File: config.mk
export PLATFORM = sky130hd
export DESIGN_NAME = regfile_writeback
export DESIGN_NICKNAME = d
export VERILOG_FILES = /design/src/rtl/regfile_writeback_pkg.sv /design/src/rtl/regfile_writeback_load_align.sv /design/src/rtl/regfile_writeback.sv
export SDC_FILE = /design/constraint.sdc
export NUM_CORES = 2
export LEC_CHECK = 0
export CORE_MARGIN = 4
export CORE_UTILIZATION = 35
export DETAILED_ROUTE_END_ITERATION = 10
export GPL_TIMING_DRIVEN = 0
export PLACE_DENSITY_LB_ADDON = 0.12
export SYNTH_ARGS = -nofsm -noshare
export SYNTH_HDL_FRONTEND = slang
export SYNTH_SLANG_ARGS = --single-unit
File: constraint.sdc
create_clock -name clk -period 7.3 [get_ports clk]
set_input_delay 0.73 -clock clk [delete_from_list [all_inputs] [get_ports clk]]
set_output_delay 0.73 -clock clk [all_outputs]
set_load 0.02 [all_outputs]
File: src/rtl/regfile_writeback_pkg.sv
// Shared encodings for the writeback stage: writeback source selects,
// load funct3 codes and the writeback FSM state type.
package regfile_writeback_pkg;

  localparam int XLEN_DEF  = 32;
  localparam int NREGS_DEF = 32;

  localparam logic [1:0] WB_ALU  = 2'b00;
  localparam logic [1:0] WB_LOAD = 2'b01;
  localparam logic [1:0] WB_PC4  = 2'b10;
  localparam logic [1:0] WB_RSVD = 2'b11;

  localparam logic [2:0] F3_LB  = 3'b000;
  localparam logic [2:0] F3_LH  = 3'b001;
  localparam logic [2:0] F3_LW  = 3'b010;
  localparam logic [2:0] F3_LBU = 3'b100;
  localparam logic [2:0] F3_LHU = 3'b101;

  typedef enum logic {
    ST_IDLE      = 1'b0,
    ST_WAIT_LOAD = 1'b1
  } wb_state_e;

endpackage

File: src/rtl/regfile_writeback_load_align.sv
// Picks the byte/half/word out of a word-aligned load response and
// sign- or zero-extends it according to funct3.
module regfile_writeback_load_align
  import regfile_writeback_pkg::*;
#(
  parameter int XLEN = XLEN_DEF
) (
  input  logic [XLEN-1:0] i_data,
  input  logic [2:0]      i_funct3,
  input  logic [1:0]      i_addr,
  output logic [XLEN-1:0] o_data
);

  logic [7:0]  w_byte;
  logic [15:0] w_half;

  assign w_byte = i_data[8*i_addr +: 8];
  // Misaligned halves fall back to the half selected by addr[1].
  assign w_half = i_addr[1] ? i_data[31:16] : i_data[15:0];

  always_comb begin
    o_data = '0;
    unique case (i_funct3)
      F3_LB:   o_data = {{(XLEN-8){w_byte[7]}}, w_byte};
      F3_LH:   o_data = {{(XLEN-16){w_half[15]}}, w_half};
      F3_LW:   o_data = i_data;
      F3_LBU:  o_data = {{(XLEN-8){1'b0}}, w_byte};
      F3_LHU:  o_data = {{(XLEN-16){1'b0}}, w_half};
      default: o_data = '0;
    endcase
  end

endmodule

File: src/rtl/regfile_writeback.sv
// Writeback stage: selects ALU / load / pc+4, writes the register file,
// serves two bypassed read ports and stalls while a load is outstanding.
module regfile_writeback
  import regfile_writeback_pkg::*;
#(
  parameter int XLEN  = XLEN_DEF,
  parameter int NREGS = NREGS_DEF
) (
  input  logic            clk,
  input  logic            rstN,
  input  logic            inValid,
  input  logic [4:0]      inRd,
  input  logic            inRegWrite,
  input  logic [1:0]      inWbSel,
  input  logic [XLEN-1:0] inAluResult,
  input  logic [XLEN-1:0] inPc,
  input  logic [2:0]      inFunct3,
  input  logic            memRespValid,
  input  logic [XLEN-1:0] memRespData,
  output logic            stall,
  input  logic [4:0]      rs1Addr,
  input  logic [4:0]      rs2Addr,
  output logic [XLEN-1:0] rs1Val,
  output logic [XLEN-1:0] rs2Val,
  output logic            wbValid,
  output logic [4:0]      wbRd,
  output logic [XLEN-1:0] wbData
);

  wb_state_e       r_state;
  wb_state_e       w_state_next;
  logic [XLEN-1:0] r_regs [NREGS];
  logic [4:0]      r_rd;
  logic            r_reg_write;
  logic [2:0]      r_funct3;
  logic [1:0]      r_addr;

  logic            w_latch;
  logic            w_stall;
  logic            w_wb_valid;
  logic [4:0]      w_wb_rd;
  logic [XLEN-1:0] w_wb_data;
  logic [2:0]      w_align_f3;
  logic [1:0]      w_align_addr;
  logic [XLEN-1:0] w_align_data;

  // While waiting, alignment uses the fields captured when the load retired.
  assign w_align_f3   = (r_state == ST_WAIT_LOAD) ? r_funct3 : inFunct3;
  assign w_align_addr = (r_state == ST_WAIT_LOAD) ? r_addr : inAluResult[1:0];

  regfile_writeback_load_align #(.XLEN(XLEN)) u_load_align (
    .i_data   (memRespData),
    .i_funct3 (w_align_f3),
    .i_addr   (w_align_addr),
    .o_data   (w_align_data)
  );

  always_comb begin
    w_state_next = r_state;
    w_stall      = 1'b0;
    w_latch      = 1'b0;
    w_wb_valid   = 1'b0;
    w_wb_rd      = inRd;
    w_wb_data    = '0;
    unique case (r_state)
      ST_IDLE: begin
        if (inValid) begin
          unique case (inWbSel)
            WB_ALU: begin
              w_wb_data  = inAluResult;
              w_wb_valid = inRegWrite && (inRd != 5'd0);
            end
            WB_PC4: begin
              w_wb_data  = inPc + XLEN'(4);
              w_wb_valid = inRegWrite && (inRd != 5'd0);
            end
            WB_LOAD: begin
              if (memRespValid) begin
                w_wb_data  = w_align_data;
                w_wb_valid = inRegWrite && (inRd != 5'd0);
              end else begin
                w_stall      = 1'b1;
                w_latch      = 1'b1;
                w_state_next = ST_WAIT_LOAD;
              end
            end
            default: ;
          endcase
        end
      end
      ST_WAIT_LOAD: begin
        w_wb_rd = r_rd;
        if (memRespValid) begin
          w_wb_data    = w_align_data;
          w_wb_valid   = r_reg_write && (r_rd != 5'd0);
          w_state_next = ST_IDLE;
        end else begin
          w_stall = 1'b1;
        end
      end
      default: w_state_next = ST_IDLE;
    endcase
  end

  always_ff @(posedge clk or negedge rstN) begin
    if (!rstN) begin
      r_state     <= ST_IDLE;
      r_rd        <= '0;
      r_reg_write <= 1'b0;
      r_funct3    <= '0;
      r_addr      <= '0;
    end else begin
      r_state <= w_state_next;
      if (w_latch) begin
        r_rd        <= inRd;
        r_reg_write <= inRegWrite;
        r_funct3    <= inFunct3;
        r_addr      <= inAluResult[1:0];
      end
    end
  end

  // x0 is never written because w_wb_valid excludes rd == 0.
  always_ff @(posedge clk or negedge rstN) begin
    if (!rstN) begin
      for (int i = 0; i < NREGS; i++) r_regs[i] <= '0;
    end else if (w_wb_valid) begin
      r_regs[w_wb_rd] <= w_wb_data;
    end
  end

  assign stall   = w_stall;
  assign wbValid = w_wb_valid;
  assign wbRd    = w_wb_valid ? w_wb_rd : 5'd0;
  assign wbData  = w_wb_valid ? w_wb_data : '0;

  assign rs1Val = (rs1Addr == 5'd0) ? '0 :
                  (w_wb_valid && (w_wb_rd == rs1Addr)) ? w_wb_data : r_regs[rs1Addr];
  assign rs2Val = (rs2Addr == 5'd0) ? '0 :
                  (w_wb_valid && (w_wb_rd == rs2Addr)) ? w_wb_data : r_regs[rs2Addr];

endmodule

; Yosys cells after proc, flatten, opt, wreduce, memory -nomap -nowiden
; Cells that the tools add are included.
[word_totals]
word_cells = 101
regBits = 1036
output_inout_bits = 103
[classes]
mux = 34
bitwise_logic = 4
eq_ne = 8
shifts = 1
add_sub_neg = 1
order_cmp = 4
reduce_logical = 12
[ops]
columns = operator, n
row1 = 1024-bit bitwise mux, 1
row2 = 32-bit 2-to-1 mux, 12
row3 = 32-bit binary-select mux with 5-bit select, 2
row4 = 32-bit demux with 5-bit select, 1
row5 = 32-bit case mux with 5 select lines, 1
row6 = 32-bit case mux with 3 select lines, 1
row7 = 32-bit case mux with 2 select lines, 1
row8 = "32-bit by 3-bit adder with 32-bit output, second input constant", 1
row9 = 32-bit by 6-bit variable part select with 8-bit output, 1
row10 = "6-bit >= comparator, second input constant", 3
row11 = 5-bit NOT with 6-bit output, 3
row12 = 16-bit 2-to-1 mux, 1
row13 = 5-bit == test, 2
row14 = 5-bit logical NOT, 2
row15 = 5-bit 2-to-1 mux, 2
row16 = 5-bit nonzero test, 2
row17 = 1-bit 2-to-1 mux, 7
row18 = "3-bit == test, second input constant", 2
row19 = "6-bit by 1-bit less-than comparator with 1-bit output, second input constant", 1
row20 = 1-bit case mux with 2 select lines, 3
row21 = 1-bit logical AND, 5
row22 = "3-bit by 1-bit == test with 1-bit output, second input constant", 1
row23 = "3-bit by 2-bit == test with 1-bit output, second input constant", 1
row24 = 3-bit logical NOT, 1
row25 = other kinds (7), 7

; Depth between registers and ports, before layout
[logic_depth]
ltp_word = 9
ltp_mapped = 12

; Hierarchy
; A second synthesis with hierarchy kept.
[unflattened]
cells_unflattened = 4973
hier_area_um2 = 55731.0
[modules_own_cells]
columns = mod, area_per_inst_um2, instances, cells_each
row1 = regfile_writeback, 54969.0, 1, 4865
row2 = regfile_writeback_load_align, 762.0, 1, 108

; Worst setup path after synthesis
; Ideal clock, no wire load.
[synth_timing]
path_type = input to output
startpoint = in rs1Addr[0]
endpoint = out rs1Val[27]
t_required_ns = 6.570
t_arrival_ns = 3.119
setup_slack_ns = 3.451
cell_stages = 10
path_cell_list = clkbuf_1 -> buf_2 -> buf_2 -> buf_2 -> buf_2 -> mux4_2 -> o22ai_1 -> o21ai_0 -> a21oi_1 -> a211oi_1
[synth_between]
elab_chain_len = 6
elab_cells_between_ends = 9
classes_between = 1 x eq/ne / 5 x mux / 1 x bitwise / 2 x reduce/logical
[synth_lines]
columns = element, line
row1 = start: declaration, regfile_writeback.sv:21  ; input logic [4:0] rs1Addr,
row2 = 5-bit NOT with 6-bit output (implied by the code), regfile_writeback.sv:138  ; (w_wb_valid && (w_wb_rd == rs1Addr)) ? w_wb_data : r_regs[rs1Addr];
row3 = 32-bit binary-select mux with 5-bit select, regfile_writeback.sv:138
row4 = 32-bit 2-to-1 mux (implied by the code) (2 in a row), regfile_writeback.sv:138
row5 = 32-bit 2-to-1 mux, regfile_writeback.sv:138
row6 = 32-bit 2-to-1 mux (*), regfile_writeback.sv:137  ; assign rs1Val = (rs1Addr == 5'd0) ? '0 :
row7 = end: declaration, regfile_writeback.sv:23  ; output logic [XLEN-1:0] rs1Val,
; Every way passes the cells marked *; elsewhere a longest branch is shown, timed or not. The select of a mux whose other input is x is not followed.

; Worst setup path after layout
[layout_timing]
startpoint = in inWbSel[0]
endpoint = out rs2Val[0]
[layout_between]
elab_chain_len = 8
elab_cells_between_ends = 13
classes_between = 2 x eq/ne / 8 x mux / 3 x reduce/logical
[layout_lines]
columns = element, line
row1 = start: declaration, regfile_writeback.sv:14  ; input logic [1:0] inWbSel,
row2 = 2-bit == test / 2-bit logical NOT (equally long branches), regfile_writeback.sv:68  ; unique case (inWbSel)
row3 = 2-bit OR reduction (no line), n/a
row4 = 1-bit case mux with 2 select lines, regfile_writeback.sv:68
row5 = 1-bit 2-to-1 mux, regfile_writeback.sv:67  ; if (inValid) begin
row6 = 1-bit case mux with 2 select lines, regfile_writeback.sv:65  ; unique case (r_state)
row7 = 1-bit logical AND, regfile_writeback.sv:140  ; (w_wb_valid && (w_wb_rd == rs2Addr)) ? w_wb_data : r_regs[rs2Addr];
row8 = 32-bit 2-to-1 mux (*), regfile_writeback.sv:140
row9 = 32-bit 2-to-1 mux (*), regfile_writeback.sv:139  ; assign rs2Val = (rs2Addr == 5'd0) ? '0 :
row10 = end: declaration, regfile_writeback.sv:24  ; output logic [XLEN-1:0] rs2Val,
; Every way passes the cells marked *; elsewhere a longest branch is shown, timed or not.

==> flow_summary.toml <==
[clock_tree]
insertion_delay_ns = 0.77
cts_root_buf = "clkbuf_16"
cts_resized = 2
post_cts_buffers = 0
cts_tree = "built"
max-clock-path-buffers = 3
cts_buffers = 121
clk_pin_slew_worst_paths_ns = 0.06
hold_buffers = 0
clock-sinks = 1036
h-tree-depth = 3

[detailed_routing]
drc = 0
first_pass_iters = 8
initialDrtViolationCount = 7159
dr_wl_met3_microns = 37720
wl_per_cell_microns = 39.16
wl_met2_microns = 123100
ant_nets = 0
num_vias = 48490
drt-total-wl_microns = 292600
via_per_inst = 6.489
dr.max_layer_used = "met5"
met1_length_microns = 111200

[yosys]
netlist_instances = 4926
ys_types = 59
synth-seq-area-share_pct = 47.18
syn_area_sq_mm = 0.05495
yosysWarnings = 0
synthesis.nets = 5048
synth_edf_count = 0
syn_area_per_cell_sq_um = 11.16
ys_async_sr_fraction_pct = 100.0
synthFlopType = "dfrtp_1"
synth-seq-cells = 1036

[sta]
setup_viol = 5
finalCritPeriodShare_pct = 102.6
fmax_mhz = 133.5
hold_violations = 0
skew_ns = 0.04742
max_slew_margin_pct = -9.465
fin_hold_ws_ns = 0.1223
maxSlewViolCount = 66
fin_crit_ns = 7.493
tightest_slew_ns = 1.642
finalSetupTns_ns = -0.4444
fin_ws_ns = -0.1929
rsz0062_at_grt = "no"

[critical_path]
worstPathCellList = "clkdlybuf4s50_1, clkbuf_1, o21ai_0, a41oi_2, inv_1, nand3_1, clkbuf_1, o22ai_1, clkdlybuf4s50_1"
cp_data_arrival_time_ns = 6.76
path_class = "in2out"
crit_buf_inv = 5
worstPathRequired_ns = 6.57
critical-path-top-delay-family = "buffers and inverters"
reg2reg_depth = 9
max_stage_delay_ns = 1.15
critPathSlowestCell = "clkbuf_1"
crit_path_start_kind = "input pin"
crit_fanout = 10
endpoint_kind = "primary output"
cp.depth = 9

[cells_and_area]
drive_gt1_share_pct = 18.14
seq_area_sq_mm = 0.02592
fin_nets = 5423
final_cell_count_no_fill = 7473
fin_area_sq_mm = 0.06473
multi_input_area_sq_mm = 0.02705
area_growth_pct = 17.79
nFillCells = 15090
post-route-util_pct = 41.44

[floorplan]
start_util_pct = 35.18
die_h_microns = 404.2
ios = 224
die_area_sq_mm = 0.1634
die_x_microns = 404.2
row_count = 145
core_sq_mm = 0.1562

[grt]
antenna_found_initial = 16
grt_max_degree = 165
grt_pass1_wl_microns = 396500
grt-ovfl-total = 0
grt_usage_pct = 35.37
grt_pass1_vias = 47270

[hold_path]
hp-class = "in2async"

[placement]
hpwl_microns = 213100
port_buffers = 211
placement.cell_area_sq_mm = 0.06032
globalplace.congestion = 1.011
dp.cells = 7231

[status]
failed_checks = "capacitance limit, slew limit, setup timing"
status = "finished with violations"

[run]
max_cap_viol_count = 7

[power_and_ir_drop]
leakage_uw = 0.02630
vdd_drop_max_uv = 210.5
power_density_mw_per_mm2 = 284.6
## final timing paths
| path | slack, ns | end | startpoint |
|---|---|---|---|
| max in group asynchronous | 4.53 | r_regs[698] | rstN |
| setup / recovery | -0.19 | rs2Val[0] | inWbSel[0] |
| min in group clk | 0.48 | r_regs[1011] | r_regs[1011] |
| hold / removal | 0.12 | r_regs[196] | rstN |
| hold reg to reg | 0.48 | r_regs[1011] | r_regs[1011] |
| setup reg to reg | 2.27 | r_regs[649] | r_state |
## layer usage
layer	vias up	global-route usage [%]
met2	3316	50.65
met1	25450	45.99
met4	6	20.68
li1	18900	-
met5	-	0
met3	816	13.05
## final cells by class
cell class                      instances  area share (%)
Buffer                                542           3.319
Inverter                                7         0.04059
Antenna cell                           14         0.05413
Clock inverter                         47           1.034
Tap cell                             2058           3.978
Clock buffer                          176           5.606
Sequential cell                      1036           40.05
Multi-Input combinational cell       3341           41.79
Timing Repair Buffer                  252           4.125
## cells in the final DEF, fill, tap and decap left out, types with 81 or more instances in the layout
| master | Yosys | routed |
|---|---|---|
| mux4_2 | 573 | 573 |
| a21oi_1 | 763 | 759 |
| o21ai_0 | 307 | 307 |
| a22oi_1 | 91 | 89 |
| dfrtp_1 | 1036 | 1036 |
| clkbuf_16 | 0 | 124 |
| clkbuf_1 | 438 | 445 |
| clkdlybuf4s50_1 | 0 | 210 |
| nor2_1 | 779 | 778 |
| nand2_1 | 338 | 338 |
| mux2i_1 | 84 | 81 |
## synth_stat cells, types with 4 or more instances
cell,instances,share of area (%)
dfrtp_1,1036,47
nor2_1,779,5.3
a21oi_1,763,6.9
mux4_2,573,23
clkbuf_1,438,3.0
nand2_1,338,2.3
o21ai_0,307,2.8
a22oi_1,91,1.2
mux2i_1,84,1.5
buf_2,61,0.56
o22ai_1,57,0.65
buf_1,42,0.29
a211oi_1,37,0.51
nor3_1,31,0.28
xnor2_1,28,0.45
nand3_1,24,0.22
or3_1,23,0.26
o21ai_1,21,0.19
mux2_2,18,0.37
nor3_2,17,0.31
nand4_1,14,0.16
nor4_1,13,0.15
nand2b_1,12,0.14
a31oi_1,11,0.13
and3_1,10,0.11
a221oi_1,9,0.14
nor2b_1,9,0.10
a221o_1,7,0.13
a32o_1,7,0.13
xor2_1,7,0.11
inv_1,5,0.034
or2_2,5,0.057
nor3b_1,4,0.055
o221ai_1,4,0.064
## per-stage QoR
| stage | power, uW | worst slack [ns] |
|---|---|---|
| 2_1_floorplan | 9935 | 3.451 |
| 3_3_place_gp | 11550 | -44.88 |
| 3_5_place_dp | 11650 | -0.1050 |
| 4_1_cts | 18270 | 0.1165 |
| 5_1_grt | 19010 | 0.04594 |
| 6_report | 18420 | -0.1929 |
## report_power, final
group,switching (uW),leakage [uW],internal [uW]
Clock,2710,0.00213,3980
Sequential,803,0.0139,6740
Combinational,2250,0.0103,1920
## cell families after synthesis
logic type | after synthesis | share of synthesized area, %
and+or+nand+nor | 1297 | 9.743
muxes | 675 | 25.38
AOI/OAI and AO/OA | 1333 | 13.22
buffers and inverters | 549 | 3.896
adders and majority gates | 1 | 0.02277
xor gates and xnor gates | 35 | 0.5579
DFF | 1036 | 47.18
## sequential cells by signal, indices dropped and copies added (netlist names)
| signal | cells |
|---|---|
| r_regs | 1024 |
| r_addr | 2 |
| r_reg_write | 1 |
| r_funct3 | 3 |
| r_state | 1 |
| r_rd | 5 |
## worst register-to-register path: stages, from the launching register on
cell      delay (ns)
dfrtp_1         0.31
buf_2           0.18
buf_2           0.31
mux2i_2         0.87
or2_0           0.45
clkbuf_1        0.54
or3_1           0.20
clkbuf_1        0.86
clkbuf_1        0.92
o21ai_0         0.18
Power figures use the tool's default switching activity.
